## src/rtl/mem_stream_pkg.sv

```systemverilog
// Shared types and sizing helpers for the memory stream reader.
package mem_stream_pkg;

   localparam int unsigned ADDR_W_DEF     = 16;
   localparam int unsigned DATA_W_DEF     = 16;
   localparam int unsigned FIFO_DEPTH_DEF = 4;
   localparam int unsigned FIFO_CNT_W     = $clog2(FIFO_DEPTH_DEF) + 1;

   typedef enum logic [1:0] {
      StIdle,
      StRun,
      StDrain
   } state_e;

   // Count must represent 0..depth inclusive.
   function automatic int unsigned fifo_cnt_w(input int unsigned depth);
      return $clog2(depth) + 1;
   endfunction

endpackage

```

## src/rtl/mem_stream_reader_fifo.sv

```systemverilog
// Small synchronous FIFO that absorbs RAM read latency; head is shown combinationally.
module stream_fifo
   import mem_stream_pkg::*;
#(
   parameter int unsigned DATA_W     = DATA_W_DEF,
   parameter int unsigned FIFO_DEPTH = FIFO_DEPTH_DEF
) (
   input  logic                                clock,
   input  logic                                reset,
   input  logic                                push,
   input  logic [DATA_W-1:0]                   push_data,
   input  logic                                pop,
   input  logic                                flush,
   output logic [DATA_W-1:0]                   head_data,
   output logic [fifo_cnt_w(FIFO_DEPTH)-1:0]   count,
   output logic                                empty,
   output logic                                full
);

   localparam int unsigned PTR_W = $clog2(FIFO_DEPTH);
   localparam int unsigned CNT_W = fifo_cnt_w(FIFO_DEPTH);

   logic [DATA_W-1:0] mem [FIFO_DEPTH];
   logic [PTR_W-1:0]  wr_ptr_q, rd_ptr_q;
   logic [CNT_W-1:0]  count_q;
   logic              do_pop;

   assign empty     = (count_q == '0);
   assign full      = (count_q == CNT_W'(FIFO_DEPTH));
   assign count     = count_q;
   assign do_pop    = pop && !empty;
   assign head_data = empty ? '0 : mem[rd_ptr_q];

   always_ff @(posedge clock or posedge reset) begin
      if (reset) begin
         wr_ptr_q <= '0;
         rd_ptr_q <= '0;
         count_q  <= '0;
      end else if (flush) begin
         wr_ptr_q <= '0;
         rd_ptr_q <= '0;
         count_q  <= '0;
      end else begin
         if (push) wr_ptr_q <= wr_ptr_q + PTR_W'(1);
         if (do_pop) rd_ptr_q <= rd_ptr_q + PTR_W'(1);
         case ({push, do_pop})
            2'b10:   count_q <= count_q + CNT_W'(1);
            2'b01:   count_q <= count_q - CNT_W'(1);
            default: count_q <= count_q;
         endcase
      end
   end

   always_ff @(posedge clock) begin
      if (push && !flush) mem[wr_ptr_q] <= push_data;
   end

   push_not_full: assert property (@(posedge clock) disable iff (reset)
      (push && !flush) |-> !full);

endmodule

```

## src/rtl/mem_stream_reader.sv

```systemverilog
// Streams a (base, length) block out of the sample RAM as a valid/ready word stream.
module mem_stream_reader
   import mem_stream_pkg::*;
#(
   parameter int unsigned ADDR_W     = ADDR_W_DEF,
   parameter int unsigned DATA_W     = DATA_W_DEF,
   parameter int unsigned FIFO_DEPTH = FIFO_DEPTH_DEF
) (
   input  logic              clock,
   input  logic              reset,
   input  logic              start,
   input  logic [ADDR_W-1:0] base_addr,
   input  logic [ADDR_W-1:0] length,
   input  logic              abort,
   output logic              busy,
   output logic              done,
   output logic [ADDR_W-1:0] rdaddress,
   input  logic [DATA_W-1:0] q,
   output logic [DATA_W-1:0] out_data,
   output logic              out_valid,
   input  logic              out_ready
);

   localparam int unsigned CNT_W = fifo_cnt_w(FIFO_DEPTH);

   state_e            state_q, state_d;
   logic [ADDR_W-1:0] addr_q, addr_d;
   logic [ADDR_W-1:0] remaining_q, remaining_d;
   logic [ADDR_W-1:0] rdaddr_q;
   logic              inflight_q;
   logic              done_q, done_d;

   logic [CNT_W-1:0]  fifo_count;
   logic              fifo_empty, fifo_full;
   logic [CNT_W:0]    credit_used;
   logic              issue, push, pop, drain_exit;

   // A word in flight from the RAM counts against FIFO space.
   assign credit_used = {1'b0, fifo_count} + {{CNT_W{1'b0}}, inflight_q};
   assign issue       = (state_q == StRun) && (remaining_q != '0) && !abort &&
                        (credit_used < (CNT_W + 1)'(FIFO_DEPTH));
   assign push        = inflight_q && !abort;
   assign out_valid   = !fifo_empty;
   assign pop         = out_valid && out_ready;
   assign drain_exit  = !inflight_q &&
                        (fifo_empty || ((fifo_count == CNT_W'(1)) && pop));

   assign rdaddress   = issue ? addr_q : rdaddr_q;
   assign busy        = (state_q != StIdle);
   assign done        = done_q;

   always_comb begin
      state_d     = state_q;
      addr_d      = addr_q;
      remaining_d = remaining_q;
      done_d      = 1'b0;
      if (abort) begin
         state_d = StIdle;
      end else begin
         unique case (state_q)
            StIdle: begin
               if (start) begin
                  state_d     = StRun;
                  addr_d      = base_addr;
                  remaining_d = length;
               end
            end
            StRun: begin
               if (issue) begin
                  addr_d      = addr_q + ADDR_W'(1);
                  remaining_d = remaining_q - ADDR_W'(1);
               end else if (remaining_q == '0) begin
                  state_d = StDrain;
               end
            end
            StDrain: begin
               if (drain_exit) begin
                  state_d = StIdle;
                  done_d  = 1'b1;
               end
            end
            default: state_d = StIdle;
         endcase
      end
   end

   always_ff @(posedge clock or posedge reset) begin
      if (reset) begin
         state_q     <= StIdle;
         addr_q      <= '0;
         remaining_q <= '0;
         rdaddr_q    <= '0;
         inflight_q  <= 1'b0;
         done_q      <= 1'b0;
      end else begin
         state_q     <= state_d;
         addr_q      <= addr_d;
         remaining_q <= remaining_d;
         inflight_q  <= issue;
         done_q      <= done_d;
         if (issue) rdaddr_q <= addr_q;
      end
   end

   stream_fifo #(
      .DATA_W     (DATA_W),
      .FIFO_DEPTH (FIFO_DEPTH)
   ) u_fifo (
      .clock     (clock),
      .reset     (reset),
      .push      (push),
      .push_data (q),
      .pop       (pop),
      .flush     (abort),
      .head_data (out_data),
      .count     (fifo_count),
      .empty     (fifo_empty),
      .full      (fifo_full)
   );

   credit_bound: assert property (@(posedge clock) disable iff (reset)
      credit_used <= (CNT_W + 1)'(FIFO_DEPTH));

endmodule

```

## config.mk

```make
export PLATFORM = sky130hd
export DESIGN_NAME = mem_stream_reader
export DESIGN_NICKNAME = d
export VERILOG_FILES = /design/src/rtl/mem_stream_pkg.sv /design/src/rtl/mem_stream_reader_fifo.sv /design/src/rtl/mem_stream_reader.sv
export SDC_FILE = /design/constraint.sdc
export NUM_CORES = 1
export LEC_CHECK = 0
export CAP_MARGIN = 0
export CORE_ASPECT_RATIO = 1.2
export CORE_UTILIZATION = 50
export DETAILED_ROUTE_END_ITERATION = 10
export PLACE_DENSITY = 0.82
export SETUP_SLACK_MARGIN = 0.3
export SLEW_MARGIN = 25
export SYNTH_ARGS = -nofsm -noshare
export SYNTH_HDL_FRONTEND = slang
export SYNTH_SLANG_ARGS = --single-unit
```

## constraint.sdc

```tcl
create_clock -name clock -period 3.1 [get_ports clock]
set_input_delay 0.62 -clock clock [delete_from_list [all_inputs] [get_ports clock]]
set_output_delay 0.62 -clock clock [all_outputs]
set_load 0.01 [all_outputs]
```

## After elaboration in Yosys (flattened, before gate mapping)

Memory sizes are Yosys's and may differ from the RTL's.
Cells that the tools add are included.

- Memory bits (writable): 64
- Output and inout bits: 35
- Register bits after elaboration: 59
- Logic and storage cells: 79
- Memories: 1
- Bits of input ports: 53

Memory list:

| name | words | bits a word | read ports | clocked after Yosys merged registers in | write ports | RTL line | text |
|---|---|---|---|---|---|---|---|
| u_fifo.mem | 4 | 16 | 1 | 0 | 1 | mem_stream_reader_fifo.sv:23 | `logic [DATA_W-1:0] mem [FIFO_DEPTH];` |

- Bitwise operators: 1
- Magnitude comparators: 1
- Mux-type cells: 25
- Reductions and logical operators: 24
- Equality and inequality tests: 11
- $add $sub $neg: 7

Operator list:

| kind | number |
|---|---|
| two-way mux 16 bit | 6 |
| one-hot mux 16 bit (2 select lines) | 2 |
| two-way mux 2 bit | 9 |
| adder 16 x 1 -> 16 bit, second input constant | 1 |
| zero test 16 bit | 1 |
| nonzero test 16 bit | 1 |
| subtractor 16 x 1 -> 16 bit, second input constant | 1 |
| logical AND 1 bit | 9 |
| inequality test 3 bit, second input constant | 3 |
| AND reduction 4 bit | 2 |
| nonzero test 2 bit | 4 |
| one-hot mux 2 bit (3 select lines) | 1 |
| one-hot mux 3 bit (2 select lines) | 1 |
| two-way mux 1 bit | 5 |
| adder 2 x 1 -> 2 bit, second input constant | 2 |
| adder 3 x 1 -> 4 bit | 1 |
| equality test 2 x 1 -> 1 bit, second input constant | 2 |
| equality test 2 bit, second input constant | 2 |
| less-than comparator 4 x 3 -> 1 bit, second input constant | 1 |
| inequality test 2 bit, second input constant | 2 |
| adder 3 x 1 -> 3 bit, second input constant | 1 |
| equality test 3 x 1 -> 1 bit, second input constant | 1 |
| zero test 1 bit | 3 |
| zero test 3 bit | 1 |
| other kinds (7) | 7 |

## Logic depth before layout (Yosys ltp)

- Word-level depth: 9
- Mapped depth: 8
- Mapped depth without buffers: 7

## By module

Synthesis repeated with hierarchy kept, for this count alone.

- Cell total of the unflattened synthesis: 446
- Area, all modules: 5815.6 µm²

By module, submodules not included:

| module | times used | seq. area each (µm²) | area an instance (µm²) | cells an instance |
|---|---|---|---|---|
| stream_fifo | 1 | 2097.0 | 3059.2 | 157 |
| mem_stream_reader | 1 | 1301.2 | 2756.4 | 289 |

## Worst setup path after synthesis

OpenSTA, ideal clock, no wires.

- Path type: reg2out
- Start point: register inflight_q
- End point: output port rdaddress[10]
- Data required time: 2480 ps
- Slack: 790 ps
- Data arrival time: 1690 ps
- Stages on the path, launching flop included: 6
- Path buffers: 2
- Cells stage by stage: dfrtp_1 -> buf_6 -> a31o_4 -> nor4_4 -> buf_6 -> mux2_4

- Cells in the longest elaborated chain, start to end: 4

Ends and longest elaborated chain:

| what | RTL line | text |
|---|---|---|
| start: declaration | mem_stream_reader.sv:30 | `logic inflight_q;` |
| start signal: assignment | mem_stream_reader.sv:99 | `inflight_q <= issue;` |
| adder 3 x 1 -> 4 bit | mem_stream_reader.sv:39 | `assign credit_used = {1'b0, fifo_count} + {{CNT_W{1'b0}}, inflight_q};` |
| less-than comparator 4 x 3 -> 1 bit | mem_stream_reader.sv:41 | `(credit_used < (CNT_W + 1)'(FIFO_DEPTH));` |
| logical AND 1 bit | mem_stream_reader.sv:40 | `assign issue = (state_q == StRun) && (remaining_q != '0) && !abort &&` |
| net issue | mem_stream_reader.sv:36 | `logic issue, push, pop, drain_exit;` |
| two-way mux 16 bit | n/a |  |
| end: declaration | mem_stream_reader.sv:17 | `output logic [ADDR_W-1:0] rdaddress,` |

The timed path passes the listed nets, and every way through them passes these cells.

## Worst setup path after layout

- Start point: register u_fifo.count_q[1] (netlist: u_fifo.count[1])
- End point: output port rdaddress[15]

- Cells in the longest elaborated chain, start to end: 4

Ends and longest elaborated chain:

| what | RTL line | text |
|---|---|---|
| start: declaration | mem_stream_reader_fifo.sv:25 | `logic [CNT_W-1:0] count_q;` |
| start signal: assignment | mem_stream_reader_fifo.sv:47 | `2'b10: count_q <= count_q + CNT_W'(1);` |
| start signal: assignment | mem_stream_reader_fifo.sv:48 | `2'b01: count_q <= count_q - CNT_W'(1);` |
| start signal: assignment | mem_stream_reader_fifo.sv:49 | `default: count_q <= count_q;` |
| adder 3 x 1 -> 4 bit | mem_stream_reader.sv:39 |  |
| less-than comparator 4 x 3 -> 1 bit | mem_stream_reader.sv:41 |  |
| logical AND 1 bit | mem_stream_reader.sv:40 |  |
| two-way mux 16 bit | n/a |  |

Every way passes these cells.

==> results by group <==
Status
  – Outcome: finished, final reports clean

Timing
  – Total negative setup slack: 0 ns
  – Finish-stage setup viols: 0
  – Total count of hold-check failures in the final report: 0
  – Tmin final: just under 3 ns
  – Hold WS: 0.4932 ns
  – Unrepaired setup endpoints after global routing: yes
  – Slew @ Worst Pin: ~0.72 ns
  – Number of max-slew violations in the final report: 0
  – Layout Skew: between 0.006 and 0.007 ns
  – Headroom to the max-slew limit: 0.5168
  – Maximum clock rate: roughly 0.34 GHz
  – Crit share post-route: 0.9384

Floorplan
  – Area of the core: about 0.011 sq mm
  – Boundary Pins: 88
  – FP Rows: between 40 and 50
  – Floorplan die area: 0.01187 sq mm
  – Die outline height: between 100 and 150 microns
  – Floorplan die width: 99.64 microns
  – Starting density of the core: 0.5159

Synthesis
  – Xor and xnor area share after synthesis: 0.009186
  – Post-synthesis sequential area ratio: 0.5941
  – Share of synthesized area spent on multiplexers: 0.1039
  – Number of storage elements in the synthesis netlist: 123
  – Mean area per synthesized cell: 12.80 sq um
  – Fraction of registers with async set or reset after synthesis: 0.4797
  – Post-Synth Adder-Cell Area: 0.02581
  – Dominant combinational cell family by area after synthesis: compound AO/OA/AOI/OAI gates
  – Cell variety after synth: 54
  – Synthesized netlist cell count: 447
  – Synthesized Nets: slightly above 500
  – Synth Flop Type: sky130_fd_sc_hd__edfxtp_1
  – Simple logic cell fraction of the synthesized area: 0.1155
  – Yosys synthesis warning count: 0
  – Area of the mapped netlist: between 0.005 and 0.006 sq mm
  – Compound-gate portion of the synthesized area: 0.1212
  – Post-synth EDFFs: 64

Power and ir drop
  – Reported leakage power: about 3 nW
  – IR Drop Worst-Case VDD: 0.4877 mV
  – P per Cell Area: ~800 mW/mm^2

Drt
  – Number of nets with antenna violations after detailed routing: 0
  – Ratio of routed vias to standard cells: ~5.7
  – Final Routed Wirelength: roughly 13000 microns
  – Detailed-router iteration count before antenna repair: 5
  – Final routed wire length divided by cell count: around 17 microns
  – Total number of vias: around 4.2k
  – Remaining DRCs: 0
  – Drt initial violations: approximately 250

Placement
  – Dpl cell area: between 0.006 and 0.007 sq mm
  – Final estimated routing congestion in global placement: about 0.82
  – Post-detail-place hpwl: between 7000 and 8000 microns
  – Quantity of I/O buffers inserted on ports: 87

Critical path
  – Crit Path Max Fanout: 9
  – Kind of critical path: reg2out
  – Crit. End Element: primary output
  – Data required time at the worst endpoint: about 2.5 ns
  – CP Data Arrival Time: 2.29 ns
  – Cell Chain, Critical Path: a31o_4, nor4_4, buf_4, buf_12, mux2_2, buf_2
  – Startpoint Class: register
  – Largest stage delay, worst path: between 0.4 and 0.5 ns
  – WP buf/inv: 3
  – Master of the slowest instance on the critical path: sky130_fd_sc_hd__dfrtp_1
  – Crit-path leading delay family: buffers and inverters

Final layout
  – Design area: around 0.0076 sq mm
  – Area added between synthesis and finish: 33.66%
  – Number of antenna cells inserted: 0
  – Fraction of final layout cells sized beyond drive strength 1: 0.2453
  – Number of nets in the layout: 630

Clock tree
  – Clock root buffer: sky130_fd_sc_hd__clkbuf_16
  – H-Tree Depth: 4
  – CTS tree: done
  – Num Clock Sinks: about 120
  – Deepest clock path buffer count: 2
  – Number of clock buffers inserted by TritonCTS: 17
  – Clock slew seen by the registers of the worst setup and hold paths: 0.06 ns
  – Clock latency at the later pin of the worst-skew pair: between 0.4 and 0.5 ns

Global routing
  – Largest net degree at the start of global routing: 52
  – Remaining global-route overflow: 0
  – Total track usage: 0.2263
  – First-pass GRT wire length: 20570 microns
  – Initial antenna violation count: 0
  – Vias in the first global route: around 4.1k

Hold path
  – Min-delay worst type: reg2reg

Run
  – MaxCap Viol Count: 0
-- repair_timing --
| item | in CTS | in global routing |
|---|---|---|
| pin swaps | 5 | 4 |
| resized for setup | 109 | 4 |
| gates cloned | 2 | 0 |
| setup endpoints to repair | 33 | 19 |
| buffers inserted | 15 | 2 |
| hold buffers | 0 | 0 |
-- path summary, 6_finish.rpt --
kind                                  from                 end  slack (ns)  cells after the start
max in group asynchronous            reset  u_fifo.rd_ptr_q[0]        1.83                      3
hold / removal                 rdaddr_q[2]         rdaddr_q[2]        0.49                      1
setup / recovery           u_fifo.count[1]       rdaddress[15]        0.19                      6
hold reg to reg                rdaddr_q[2]         rdaddr_q[2]        0.49                      1
setup reg to reg           u_fifo.count[1]          addr_q[12]        0.87                      6
min in group asynchronous            reset         rdaddr_q[8]        0.65                      2
-- power by group --
group	switching (mW)	total, mW	internal, mW
sequential	0.220	2.20	1.98
clock	0.737	2.00	1.26
combinational	0.871	1.94	1.07
total	1.83	6.14	4.31
-- area by class of cell --
cell class                 instances  area (sq um)
fill                             786          3442
sequential                       123          3402
multi-input combinational        289          2197
timing repair buffer             123          1209
clock buffer                      17         425.4
tap                              154         192.7
clock inverter                    15         175.2
inverter                          12         45.04
-- placed cells by master (no fill, tap or decap), types with 4 or more instances in the layout --
master,n
sky130_fd_sc_hd__a21oi_1,47
sky130_fd_sc_hd__a31oi_1,5
sky130_fd_sc_hd__and2_1,21
sky130_fd_sc_hd__buf_2,6
sky130_fd_sc_hd__buf_4,27
sky130_fd_sc_hd__buf_6,14
sky130_fd_sc_hd__clkbuf_16,18
sky130_fd_sc_hd__clkdlybuf4s50_1,54
sky130_fd_sc_hd__clkinv_4,4
sky130_fd_sc_hd__dfrtp_1,56
sky130_fd_sc_hd__dlygate4sd2_1,14
sky130_fd_sc_hd__edfxtp_1,64
sky130_fd_sc_hd__ha_1,10
sky130_fd_sc_hd__inv_1,9
sky130_fd_sc_hd__mux2_2,5
sky130_fd_sc_hd__mux2_4,11
sky130_fd_sc_hd__mux4_2,16
sky130_fd_sc_hd__nand2_1,25
sky130_fd_sc_hd__nand3_1,10
sky130_fd_sc_hd__nor2_1,27
sky130_fd_sc_hd__nor3_1,9
sky130_fd_sc_hd__o21ai_0,29
sky130_fd_sc_hd__o22ai_1,12
sky130_fd_sc_hd__or2_2,4
sky130_fd_sc_hd__xnor2_1,5
-- cell families after synthesis --
kind of cell	Yosys count
buffers and inverters	35
multiplexers	34
adder cells (fa/ha/maj)	12
AO/OA/AOI/OAI	116
flip-flops	123
XOR/XNOR	6
AND/OR/NAND/NOR	121
-- cell usage after synthesis, drive strengths merged (2+ instances only) --
library cell	count	area share
nand2b	4	0.0057
nand2	25	0.016
or4	2	0.0026
nor3	11	0.014
edfxtp	64	0.34
a2bb2oi	3	0.0046
mux2	16	0.037
mux4	16	0.063
clkbuf	10	0.0066
o22a	2	0.0031
or2	4	0.0044
nand3	11	0.0096
and2	21	0.023
inv	12	0.0079
o31a	2	0.0031
a21oi	47	0.041
o22ai	12	0.013
or3	3	0.0033
nor2	31	0.021
o2bb2ai	2	0.0031
nand4	5	0.0077
xnor2	5	0.0077
a211oi	3	0.0048
buf	13	0.016
a31oi	5	0.0055
mux2i	2	0.0035
dfrtp	59	0.26
o32ai	2	0.0031
ha	11	0.024
a31o	2	0.0046
o21ai	30	0.027
-- through the flow --
step / cells / total power, mW / utilization / setup WS [ns]
6_report: 733 / 6.141 / 0.6896 / 0.1911
5_1_grt: 733 / 6.427 / 0.6896 / 0.1102
4_1_cts: 731 / 6.181 / 0.6875 / 0.1626
3_5_place_dp: 682 / 4.048 / 0.6142 / -0.03296
3_3_place_gp: 682 / 3.978 / 0.6142 / -0.01097
2_1_floorplan: 447 / 3.267 / - / 0.7899
-- flip-flops by register name, indices dropped and copies added, names as in the netlist --
name             flops
remaining_q         16
u_fifo.mem          64
u_fifo.rd_ptr_q      2
addr_q              16
u_fifo.wr_ptr_q      2
inflight_q           1
rdaddr_q            16
state_q              2
u_fifo.count         3
done                 1
-- layer usage --
layer | track usage | vias to the layer above | routed length (microns)
met1 | 0.2829 | 2050 | 5094
li1 | - | 1920 | -
met2 | 0.3785 | 177 | 6541
met4 | 0.08180 | 0 | 210
met3 | 0.05927 | 23 | 781
met5 | 0 | - | 0
Note: power is estimated with default switching activity, not from simulation.
